### config.mk
export PLATFORM = sky130hd
export DESIGN_NAME = cache_tagv_array
export DESIGN_NICKNAME = d
export VERILOG_FILES = /design/src/rtl/cache_tagv_array.sv
export SDC_FILE = /design/constraint.sdc
export NUM_CORES = 2
export LEC_CHECK = 0
export ABC_AREA = 1
export BUFFER_PORTS_ARGS = -buffer_cell sky130_fd_sc_hd__buf_2
export CAP_MARGIN = 10
export CORE_MARGIN = 2
export CORE_UTILIZATION = 25
export CTS_CLUSTER_DIAMETER = 80
export CTS_CLUSTER_SIZE = 12
export DETAILED_ROUTE_END_ITERATION = 16
export PLACE_DENSITY_LB_ADDON = 0.3
export SLEW_MARGIN = 30
export SYNTH_ARGS = -nofsm -noshare
export SYNTH_HDL_FRONTEND = slang
export SYNTH_SLANG_ARGS = --single-unit
### constraint.sdc
create_clock -name clk -period 3.35 [get_ports clk]
set_input_delay 0.1675 -clock clk [delete_from_list [all_inputs] [get_ports clk]]
set_output_delay 0.1675 -clock clk [all_outputs]
set_load 0.005 [all_outputs]
### src/rtl/cache_tagv_array.sv
// Tag/valid array for a set-associative cache.
// Per-way tag and valid RAMs (no reset), one-cycle registered read with
// write-first bypass, per-way hit compare, and a sweep FSM that zeroes every
// set on reset (INIT) and on an invalidate-all request (CLEAR).
module cache_tagv_array #(
  parameter int TAG_WIDTH   = 20,
  parameter int INDEX_WIDTH = 6,
  parameter int WAYS        = 2
) (
  input  logic                        clk,
  input  logic                        rstn,
  input  logic [INDEX_WIDTH-1:0]      raddr,
  input  logic [TAG_WIDTH-1:0]        rtag,
  input  logic                        we,
  input  logic [INDEX_WIDTH-1:0]      waddr,
  input  logic [WAYS-1:0]             wway,
  input  logic [TAG_WIDTH-1:0]        wtag,
  input  logic                        wvalid,
  input  logic                        inv_req,
  output logic                        busy,
  output logic [WAYS*TAG_WIDTH-1:0]   rd_tag,
  output logic [WAYS-1:0]             rd_valid,
  output logic [WAYS-1:0]             hit,
  output logic                        hit_any
);

  localparam int SETS = 1 << INDEX_WIDTH;
  localparam logic [INDEX_WIDTH-1:0] LAST_SET = INDEX_WIDTH'(SETS - 1);

  typedef enum logic [1:0] {
    ST_INIT  = 2'd0,
    ST_IDLE  = 2'd1,
    ST_CLEAR = 2'd2
  } state_t;

  state_t                         r_state;
  logic [INDEX_WIDTH-1:0]         r_cnt;
  logic                           r_busy;

  // Storage: one tag RAM and one valid RAM per way, deliberately not reset.
  logic [TAG_WIDTH-1:0]           r_tag_mem   [WAYS][SETS];
  logic                           r_valid_mem [WAYS][SETS];

  // Read-side registers.
  logic [WAYS-1:0][TAG_WIDTH-1:0] r_rd_tag;
  logic [WAYS-1:0]                r_rd_valid;
  logic [TAG_WIDTH-1:0]           r_rtag;

  // Shared RAM write port (sweep or user write).
  logic [WAYS-1:0]                w_mem_we;
  logic [INDEX_WIDTH-1:0]         w_mem_addr;
  logic [TAG_WIDTH-1:0]           w_mem_tag;
  logic                           w_mem_valid;

  logic [WAYS-1:0][TAG_WIDTH-1:0] w_rd_tag_nxt;
  logic [WAYS-1:0]                w_rd_valid_nxt;
  logic [WAYS-1:0]                w_hit;

  // Sweep FSM: INIT/CLEAR walk every set once, IDLE accepts invalidate requests.
  always_ff @(posedge clk or negedge rstn) begin
    if (!rstn) begin
      r_state <= ST_INIT;
      r_cnt   <= '0;
      r_busy  <= 1'b1;
    end else begin
      case (r_state)
        ST_INIT, ST_CLEAR: begin
          if (r_cnt == LAST_SET) begin
            r_state <= ST_IDLE;
            r_cnt   <= '0;
            r_busy  <= 1'b0;
          end else begin
            r_cnt   <= r_cnt + 1'b1;
          end
        end
        ST_IDLE: begin
          if (inv_req) begin
            r_state <= ST_CLEAR;
            r_cnt   <= '0;
            r_busy  <= 1'b1;
          end else begin
            r_state <= ST_IDLE;
          end
        end
        default: begin
          r_state <= ST_INIT;
          r_cnt   <= '0;
          r_busy  <= 1'b1;
        end
      endcase
    end
  end

  // Write-port mux: the sweep owns the RAMs while busy; user writes are dropped then.
  always_comb begin
    w_mem_we    = '0;
    w_mem_addr  = waddr;
    w_mem_tag   = wtag;
    w_mem_valid = wvalid;
    if (r_busy) begin
      w_mem_we    = {WAYS{1'b1}};
      w_mem_addr  = r_cnt;
      w_mem_tag   = '0;
      w_mem_valid = 1'b0;
    end else if (we) begin
      w_mem_we    = wway;
    end else begin
      w_mem_we    = '0;
    end
  end

  // RAM write: each way written independently under its own enable.
  always_ff @(posedge clk) begin
    for (int w = 0; w < WAYS; w++) begin
      if (w_mem_we[w]) begin
        r_tag_mem[w][w_mem_addr]   <= w_mem_tag;
        r_valid_mem[w][w_mem_addr] <= w_mem_valid;
      end
    end
  end

  // Next read data: zero while sweeping, otherwise write-first bypass over the RAM.
  always_comb begin
    w_rd_tag_nxt   = '0;
    w_rd_valid_nxt = '0;
    for (int w = 0; w < WAYS; w++) begin
      if (r_busy) begin
        w_rd_tag_nxt[w]   = '0;
        w_rd_valid_nxt[w] = 1'b0;
      end else if (w_mem_we[w] && (w_mem_addr == raddr)) begin
        w_rd_tag_nxt[w]   = w_mem_tag;
        w_rd_valid_nxt[w] = w_mem_valid;
      end else begin
        w_rd_tag_nxt[w]   = r_tag_mem[w][raddr];
        w_rd_valid_nxt[w] = r_valid_mem[w][raddr];
      end
    end
  end

  // Read registers: capture the lookup tag and the selected set's contents.
  always_ff @(posedge clk or negedge rstn) begin
    if (!rstn) begin
      r_rd_tag   <= '0;
      r_rd_valid <= '0;
      r_rtag     <= '0;
    end else begin
      r_rd_tag   <= w_rd_tag_nxt;
      r_rd_valid <= w_rd_valid_nxt;
      r_rtag     <= rtag;
    end
  end

  // Hit compare: full-width equality of registered tags, qualified by valid.
  always_comb begin
    w_hit = '0;
    for (int w = 0; w < WAYS; w++) begin
      if (r_rd_valid[w] && (r_rd_tag[w] == r_rtag)) begin
        w_hit[w] = 1'b1;
      end else begin
        w_hit[w] = 1'b0;
      end
    end
  end

  assign busy     = r_busy;
  assign rd_tag   = r_rd_tag;
  assign rd_valid = r_rd_valid;
  assign hit      = w_hit;
  assign hit_any  = |w_hit;

endmodule

# --- After elaboration in Yosys (flattened, before gate mapping) ---
# Memories as Yosys holds them, arrays and structs flattened.
# Index checks and enable logic that the tools add are counted.
op_classes:
  n_addsub: 1
  order_cmp: 3
  n_eq_ne: 8
  muxes: 46
  bitwise_logic: 2
  reduce_logical: 9
ops:
  columns: ["op", "n"]
  rows:
  - ["1280-bit 2-to-1 mux", 2]
  - ["20-bit binary-select mux with 6-bit select", 2]
  - ["20-bit 2-to-1 mux", 10]
  - ["64-bit 2-to-1 mux", 2]
  - ["20-bit demux with 6-bit select", 1]
  - ["20-bit == test", 2]
  - ["6-bit 2-to-1 mux", 3]
  - ["1-bit 2-to-1 mux", 16]
  - ["7-bit greater-or-equal comparator (second input constant)", 2]
  - ["6-bit NOT with 7-bit output", 2]
  - ["1-bit binary-select mux with 6-bit select", 2]
  - ["6-bit case mux with 2 select lines", 1]
  - ["2-bit 2-to-1 mux", 4]
  - ["7-bit by 1-bit less-than comparator with 1-bit output (second input constant)", 1]
  - ["6-bit by 1-bit adder with 6-bit output (second input constant)", 1]
  - ["1-bit demux with 6-bit select", 1]
  - ["6-bit == test", 1]
  - ["6-bit == test (second input constant)", 1]
  - ["1-bit logical AND", 5]
  - ["2-bit inequality test (second input constant)", 2]
  - ["2-bit case mux with 2 select lines", 1]
  - ["2-bit OR reduction", 2]
  - ["2-bit by 1-bit == test with 1-bit output (second input constant)", 1]
  - ["2-bit == test (second input constant)", 1]
  - ["3 further kinds", 3]
totals:
  reg_bits: 71
  ram_bits: 2688
  in_bits: 59
  memories: 2
memory_table:
  columns: ["memory", "depth", "word_bits", "rd", "rd_clocked_by_memory_dff", "write_ports", "line", "text"]
  rows:
  - ["r_tag_mem", 2, 1280, 2, 0, 2, "41", "logic [TAG_WIDTH-1:0] r_tag_mem [WAYS][SETS];"]
  - ["r_valid_mem", 2, 64, 2, 0, 2, "42", "logic r_valid_mem [WAYS][SETS];"]

# --- Longest topological paths before layout ---
depth:
  ltp_word: 7
  depth_mapped: 15
  ltp_nobuf: 12

# --- Least setup slack after synthesis ---
# No wires, ideal clock.
synth_timing:
  path_type: "register -> register"
  from: "register r_busy (netlist: busy)"
  to: "memory r_tag_mem[0][0] (netlist bit) (data pin)"
  arrival_ns: 2.437
  slack_ns: 0.427
  stages_incl_launch_ff: 6
  path_buffers: 2
  cell_sequence: "dfstp_2 -> inv_4 -> buf_8 -> clkbuf_1 -> nand2_1 -> inv_1"
synth_lines:
  columns: ["item", "line", "text"]
  rows:
  - ["start, declared", "38", "logic r_busy;"]
  - ["start signal, assigned", "64", "r_busy <= 1'b1;"]
  - ["start signal, assigned", "71", "r_busy <= 1'b0;"]
  - ["start signal, assigned", "80", "r_busy <= 1'b1;"]
  - ["end, declared", "41", null]

# --- Final worst setup path ---
layout_timing:
  from: "register r_rd_tag, in the netlist rd_tag[6]"
  to: "output hit_any"
layout_via:
  elab_chain_cells: 4
layout_lines:
  columns: ["item", "line", "text"]
  rows:
  - ["start, declared", "45", "logic [WAYS-1:0][TAG_WIDTH-1:0] r_rd_tag;"]
  - ["start signal, assigned", "147", "r_rd_tag <= w_rd_tag_nxt;"]
  - ["20-bit == test", "157", "if (r_rd_valid[w] && (r_rd_tag[w] == r_rtag)) begin"]
  - ["1-bit logical AND", "157", null]
  - ["1-bit 2-to-1 mux", "157", null]
  - ["2-bit OR reduction", "169", "assign hit_any = |w_hit;"]
  - ["end, declared", "24", "output logic hit_any"]
# No other way between the ends.

==> results.cfg <==
[yosys]
synthArstFlopShare_pct = 2.57
ys_top_cells_by_count = nand2_1, edfxtp_1, nand3_1, clkbuf_1, buf_2
syn_area_mm2 = 0.112
synth_top_cell_by_area = edfxtp_1
yosysWarnings = 0
synth-edff-count = 2688
netlist.area_leader.share_pct = 72.1
synth_cell_type_count = 39
synth_area_leaders = edfxtp_1, nand2_1, nand3_1
synth_ff_type = edfxtp_1
syn_inst = 9600
syn-num-nets = 9660
synth.most_common_cell = nand2_1
ys_seq_area_share_pct = 73.7
synth.avg_cell_area_um2 = 11.7
ys_ff_latch = 2759

[timing]
grt_setup_unrepaired = no
maxSlewViolCount = 0
clock.fmax_mhz = 318
final.setup_skew_ns = 0.0551
tightestPinTransition_ns = 0.925
setup_tns_ns = 0
relSlewSlack_pct = 38.3
layout_setup_ws_ns = 0.209
fin_crit_sh_pct = 93.8
hold_viol_final = 0
finalHoldWorstSlack_ns = 0.0660
min_period_ns = 3.14
setup_violations = 0

[worst_setup_path]
cp-end-kind = primary output
cp-startpoint = rd_tag[6]
cp_slowest_stage_delay_ns = 0.75
ff2ff_setup_slack_ns = 0.27
crit_path_end = hit_any
path_cells = xnor2_1, o211ai_1, nor4_1, nand3_1, nand2_1, buf_2
cp_max_fo = 2
crit_type = reg -> out
cp-start-kind = register
reg2reg_depth = 7
cp_data_required_time_ns = 3.18
timing.rr.start = busy
cpMaxStageDelayCell = xnor2_1
timing.rr.end = r_tag_mem[0][2326]
crit_arrival_ns = 2.97

[pwr]
p_sw_share_pct = 28.6
total_power_mw = 85.5
p_leak_nw = 47.0
combPwrFrac_pct = 16.1
switching_power_mw = 24.4
vdd_ir_drop_max_mv = 0.589
p_int_mw = 61.0
clock_power_share_pct = 32.8
powerDensity_mw_per_mm2 = 655
p_seq_share_pct = 51.2

[clock_network]
clkTransAtPathRegs_ns = 0.06
cts_buffers = 274
cts_setup_buffers = 0
cts_tree = done
clockBufferDepth = 4
htreeDepth = 5
clock_sinks = 2759
insertion_delay_ns = 0.88
cts_root_buf = clkbuf_16

[run_status]
status = finished, final reports clean

[floorplan]
core_mm2 = 0.446
initial_core_util_pct = 25.1
ios = 105
die_y_um = 673
placementRows = 245
die_w_um = 673
die_area_mm2 = 0.453

[min_path]
min_path_type = in -> reg
min-delay-start = wtag[0]

[global_routing]
grt_first_pass_wirelength_um = 519000
grt_pass1_vias = 70000
track_usage_pct = 15.5
grt-ovfl-total = 0
grt_start_max_net_pins = 123
antenna_found_initial = 13

[detailed_routing]
drt-total-wl_um = 363000
viasPerCell = 4.64
drc = 0
vias = 73500
drtIter0Drc = 7125
wl_per_cell_um = 22.9
ant_nets = 0
drt_pass1_iterations = 6

[finish]
drive_gt1_share_pct = 10.4
num-nets-final = 9882
syn_to_final_growth_pct = 16.4
post-route-util_pct = 29.3
fillers = 45400

[placed_design]
hpwl_um = 223000
numPortBuffers = 104
post-place-ws_ns = 0.254
globalplace.congestion = 0.875

[job]
max-cap-violations = 0
-- cell type report --
class / instances / area [µm²] / share of cell area [%]
Sequential cell: 2759 / 82500 / 63.3
Inverter: 108 / 493 / 0.378
Clock buffer: 324 / 7240 / 5.55
Antenna cell: 10 / 25.0 / 0.0192
Tap cell: 5928 / 7420 / 5.69
Timing Repair Buffer: 559 / 5760 / 4.41
Multi-Input combinational cell: 6120 / 26700 / 20.5
Clock inverter: 19 / 246 / 0.189
-- layer usage --
layer  vias to the layer above  track usage, %  wire length [µm]
li1                      33900               -                 -
met1                     36700            20.8            154000
met2                      2347            25.1            170000
met3                       470            2.60             23700
met4                         2            5.92             14900
met5                         -               0                12
-- registers in the layout, indices dropped and copies added (netlist names) --
signal       count
rd_valid         2
r_valid_mem    128
r_state          2
rd_tag          40
r_cnt            6
busy             1
r_rtag          20
r_tag_mem     2560
-- stage by stage --
step                instance area, µm²  std cells
CTS                             130000      15800
global route                    130000      15800
finish                          130000      15800
floorplan                       112000       9600
global placement                122000      15400
detailed placement              122000      15400
-- layout by cell type (no fill, tap or decap), types with 29 or more instances in the layout --
cell           netlist  routed
edfxtp_1          2688    2688
buf_2              253      98
nand3_1           2276    2276
inv_1              101      78
nor2_2               1     130
dfrtp_1             70      70
buf_4                1     274
buf_12               0     130
clkbuf_1           275      41
nand3_2             40      40
nor2_1             158      29
dlygate4sd3_1        0      52
nand2_1           3564    3564
clkbuf_16            0     283
-- repair_timing --
item | in CTS | in global routing
hold buffers | 53 | 0
endpoints found under the hold margin | 121 | 0
resized for setup | 0 | 0
-- cells by family (layout without fill, tap and decap cells) --
logic type | after synthesis | after routing | synth area share [%]
and+or+nand+nor | 6055 | 6055 | 23.1
DFF | 2759 | 2759 | 73.7
buffers and inverters | 721 | 1010 | 2.77
AOI/OAI and AO/OA | 46 | 46 | 0.292
xor gates and xnor gates | 18 | 18 | 0.141
adders and majority gates | 1 | 1 | 0.0112
other | 0 | 10 | 0
-- worst max-delay path: cells and delay by family (launching register included) --
kind                   cells  cell delay [ns]
buffers and inverters      1             0.10
AO/OA/AOI/OAI              1             0.20
XOR/XNOR                   1             0.75
flip-flops                 1             0.49
AND/OR/NAND/NOR            3             0.56
-- power by group through the flow --
stage | Sequential, mW | Combinational [mW] | Clock (mW)
4_1_cts | 43.7 | 13.8 | 28.6
3_5_place_dp | 44.4 | 13.8 | 0
6_report | 43.7 | 13.7 | 28.0
5_1_grt | 43.8 | 14.6 | 29.8
2_1_floorplan | 44.2 | 6.21 | 0
3_3_place_gp | 44.4 | 13.7 | 0
-- worst min path at each step --
stage	endpoint	slack, ns	cells past startpoint
after CTS	rd_tag[20]	0.001	6
after global placement	r_rtag[3]	0.28	1
after global routing	rd_tag[34]	0.04	6
after detailed placement	r_rtag[8]	0.28	1
after floorplan	r_cnt[0]	-0.13	0
final	rd_tag[20]	0.07	6
Power figures use the tool's default switching activity.
